===== src/rtl/logic_stage.sv =====
// Registered AND/OR/XOR/NOR stage with a valid/ready handshake and a two-entry
// skid buffer, so in_ready comes straight from a register.
module logic_stage #(
    parameter int N = 8
) (
    input  logic         clk,
    input  logic         rst,
    input  logic         in_valid,
    output logic         in_ready,
    input  logic [N-1:0] a,
    input  logic [N-1:0] b,
    input  logic [1:0]   op,
    output logic         out_valid,
    input  logic         out_ready,
    output logic [N-1:0] result,
    output logic         zero
);

    // State encoding is {main_valid, skid_valid}
    typedef enum logic [1:0] {
        EMPTY = 2'b00,
        ONE   = 2'b10,
        FULL  = 2'b11
    } state_t;

    state_t       state_reg;
    state_t       state_next;
    logic [N-1:0] main_result_reg;
    logic         main_zero_reg;
    logic [N-1:0] skid_result_reg;
    logic         skid_zero_reg;

    logic [N-1:0] calc;
    logic         calc_zero;
    logic         accept;
    logic         emit;
    logic         load_main_in;
    logic         load_main_skid;
    logic         load_skid;

    always_comb begin
        calc = '0;
        case (op)
            2'b00: calc = a & b;
            2'b01: calc = a | b;
            2'b10: calc = a ^ b;
            2'b11: calc = ~(a | b);
            default: calc = '0;
        endcase
    end

    assign calc_zero = (calc == '0);

    assign in_ready  = ~state_reg[0];
    assign out_valid = state_reg[1];
    assign result    = main_result_reg;
    assign zero      = main_zero_reg;

    assign accept = in_valid & in_ready;
    assign emit   = out_valid & out_ready;

    always_ff @(posedge clk or posedge rst) begin
        if (rst) begin
            state_reg <= EMPTY;
        end else begin
            state_reg <= state_next;
        end
    end

    always_comb begin
        state_next     = state_reg;
        load_main_in   = 1'b0;
        load_main_skid = 1'b0;
        load_skid      = 1'b0;
        case (state_reg)
            EMPTY: begin
                if (accept) begin
                    load_main_in = 1'b1;
                    state_next   = ONE;
                end
            end
            ONE: begin
                if (accept && emit) begin
                    load_main_in = 1'b1;
                end else if (accept) begin
                    load_skid  = 1'b1;
                    state_next = FULL;
                end else if (emit) begin
                    state_next = EMPTY;
                end
            end
            FULL: begin
                // in_ready is low here, so only the drain path exists
                if (emit) begin
                    load_main_skid = 1'b1;
                    state_next     = ONE;
                end
            end
            default: state_next = EMPTY;
        endcase
    end

    always_ff @(posedge clk or posedge rst) begin
        if (rst) begin
            main_result_reg <= '0;
            main_zero_reg   <= 1'b0;
        end else if (load_main_in) begin
            main_result_reg <= calc;
            main_zero_reg   <= calc_zero;
        end else if (load_main_skid) begin
            main_result_reg <= skid_result_reg;
            main_zero_reg   <= skid_zero_reg;
        end
    end

    always_ff @(posedge clk or posedge rst) begin
        if (rst) begin
            skid_result_reg <= '0;
            skid_zero_reg   <= 1'b0;
        end else if (load_skid) begin
            skid_result_reg <= calc;
            skid_zero_reg   <= calc_zero;
        end
    end

endmodule


===== config.mk =====
export PLATFORM = sky130hd
export DESIGN_NAME = logic_stage
export DESIGN_NICKNAME = d
export VERILOG_FILES = /design/src/rtl/logic_stage.sv
export SDC_FILE = /design/constraint.sdc
export NUM_CORES = 1
export LEC_CHECK = 0
export CAP_MARGIN = 20
export CORE_MARGIN = 5
export CORE_UTILIZATION = 40
export CTS_CLUSTER_SIZE = 10
export DETAILED_ROUTE_END_ITERATION = 10
export PLACE_DENSITY_LB_ADDON = 0.08
export SETUP_SLACK_MARGIN = 0.3
export SYNTH_ARGS = -nofsm -noshare
export SYNTH_HDL_FRONTEND = slang
export SYNTH_SLANG_ARGS = --single-unit

===== constraint.sdc =====
create_clock -name clk -period 3.4 [get_ports clk]
set_clock_uncertainty 0.2 [all_clocks]
set_input_delay 0.34 -clock clk [delete_from_list [all_inputs] [get_ports clk]]
set_output_delay 0.34 -clock clk [all_outputs]
set_load 0.1 [all_outputs]

==> flow_summary.toml <==
[flow_run]
maxCapViolations = 0

[min_path]
hold_path.class = "reg -> reg"
holdCritStartpoint = "skid_result_reg[1]"
min_path_cells = 2
min_to = "skid_result_reg[1]"

[clock_tree]
cts_buffers = 3
cts_buffer_depth = 2
clock-sinks = 20
clk_latency_ns = 0.26
cts_tree = "done"
cts_resized = 0
cts.clk_slew.worst_paths_ns = 0.07
cts-root-buf = "clkbuf_8"
post_cts_buffers = 0
h-tree-depth = 1
cts-hold-fix-buffers = 0

[finish]
fin_cells = 249
antenna_cells = 0
final_common_cell = "clkdlybuf4s50_1"
utilization_pct = 52.2
drive_above_1_share_pct = 15.4
finalNetCount = 244
syn_to_final_growth_pct = 25.9
final_cell_mix = "clkdlybuf4s50_1 (30), nand2_1 (20), ha_1 (20), dfrtp_1 (20), inv_1 (19)"

[synth]
synth_cell_type_count = 25
ys_seq_area_share_pct = 33.0
synth_warnings = 0
avgSynthCellArea_um2 = 8.97
synthesis.nets = 211
syn_inst = 169
syn_area_um2 = 1520
ys_ff_latch = 20

[pwr]
switching_power_uw = 857
p_leak_uw = 0.000919
pwr-share-comb_pct = 62.9
power_frac_seq_pct = 25.7
swShare_pct = 53.5
p_int_uw = 744
peakVddDrop_mv = 0.339
power_density_nw_per_um2 = 839
p_clk_share_pct = 11.3

[worst_setup_path]
cp.required_ns = 2.86
crit_slowest_cell = "clkdlybuf4s50_1"
rr_endpoint = "state_reg[0]"
crit_fanout = 2
slowest_delay_ns = 1.13
reg2regPathDepth = 4
crit_chain = "clkdlybuf4s50_1"
cpLargestDelayFamily = "buffers and inverters"
critPathLaunchType = "flip-flop"
r2r_slack_ns = 1.36
r2r_start = "state_reg[0]"
cp.arrival_ns = 1.75
critPathBufInv = 1
end_kind = "output pin"
path_class = "reg -> out"

[drt]
via_count = 1224
drcViolationCount = 0
post_drt_wl_per_cell_um = 12.0
drtIter0Drc = 33
viasPerCell = 4.92
ant_nets = 0
wl_um = 2980
drtPass1Iterations = 4

[sta]
whs_ns = 0.283
fin_crit_sh_pct = 67.4
max_freq_ghz = 0.436
period_minus_slack_ns = 2.29
hold_viol = 0
setup_slack_ns = 1.11
report.final.setup_viol = 0
slew_viol_final = 0
worst_pin_slew_ns = 0.972
slew-limit-headroom_pct = 35.0
rsz0062_at_grt = "no"
finalSetupTns_ns = 0

[place]
place.detailed.hpwl_um = 2340
placed_cells = 245
dp_slack_ns = 1.02
port_buffers = 32
routabilityCongestion = 0.741

[grt]
grt_pass1_wl_um = 5120
grt_usage_pct = 12.5
overflow = 0
grt_pass1_vias = 1158
antenna_found_initial = 0
grt_max_degree = 21

[floorplanning]
rows = 22
dieArea_um2 = 5120
fp.dieH_um = 71.6
coreArea_um2 = 3660
chipWidth_um = 71.6
pin_count = 33
start_util_pct = 41.4

[status]
outcome = "finished clean"
## cells in the mapped netlist
library cell	number	share of area, %
o21ai_1	18	5.9
o32ai_1	1	0.58
nor2_1	17	4.2
nand2_1	20	5.0
a211o_1	6	3.5
o31ai_1	1	0.50
inv_1	19	4.7
dfrtp_1	20	33
a21boi_0	1	0.50
buf_6	2	1.5
a211o_2	2	1.3
nand4_1	1	0.41
inv_4	1	0.41
nor2b_2	7	4.0
ha_1	20	17
clkbuf_8	1	0.91
buf_2	1	0.33
nor2b_1	2	0.82
clkbuf_1	1	0.25
a31oi_1	2	0.82
a21oi_1	10	3.3
mux2_2	9	6.7
a22oi_2	4	3.3
nand3_1	2	0.66
nor2b_4	1	0.91
## worst max-delay path by stage
stage / cells past startpoint / endpoint / startpoint / slack (ns)
2_1_floorplan: 5 / zero / state_reg[1] / 1.04
3_3_place_gp: 6 / zero / op[0] / 1.05
3_5_place_dp: 6 / zero / op[0] / 1.02
4_1_cts: 1 / result[7] / result[7] / 1.09
5_1_grt: 1 / result[4] / result[4] / 1.06
6_report: 1 / result[7] / result[7] / 1.11
## layout make-up
cell class / count / area, um^2
fill: 358 / 1750
multi-input combinational: 124 / 893
tap: 48 / 60.1
sequential: 20 / 500
timing repair buffer: 33 / 323
inverter: 20 / 77.6
clock buffer: 4 / 55.1
## stage by stage
step | power, uW | instance area, um^2
4_1_cts | 1620 | 1910
3_3_place_gp | 1420 | 1850
5_1_grt | 1720 | 1910
6_report | 1600 | 1910
3_5_place_dp | 1440 | 1850
2_1_floorplan | 1220 | 1520
## logic make-up (layout without fill, tap and decap cells)
kind of cell,Yosys count,count (layout),synth area share [%]
buffers and inverters,25,57,8.09
AND/OR/NAND/NOR,50,50,16.0
multiplexers,9,9,6.68
adder cells (fa/ha/maj),20,20,16.5
AO/OA/AOI/OAI,45,45,19.7
flip-flops,20,20,33.0
## worst reg2reg max path: cells and delay by family (launching register included)
family	cells	cell delay, ns
buffers and inverters	1	0.13
flip-flops	1	0.43
AND/OR/NAND/NOR	1	0.52
adder cells (fa/ha/maj)	1	0.23
AO/OA/AOI/OAI	1	0.41
## layer usage
metal / up-vias / GRT usage (%) / wire (um) / part of all wire, %
met1: 552 / 15.6 / 1340 / 45
met4: 0 / 6.89 / 72 / 2.4
met3: 5 / 1.96 / 121 / 4.1
met5: - / 0 / 0 / 0
met2: 26 / 20.6 / 1440 / 48
li1: 641 / - / - / -
## power by group through the flow
stage                     combinational, uW  sequential, uW  clock (uW)
final                                  1010             412         182
after floorplan                         388             827           0
after detailed placement               1020             420           0
after CTS                              1020             416         187
after global placement                 1000             413           0
after global routing                   1090             432         198
Note: power is estimated with default switching activity, not from simulation.
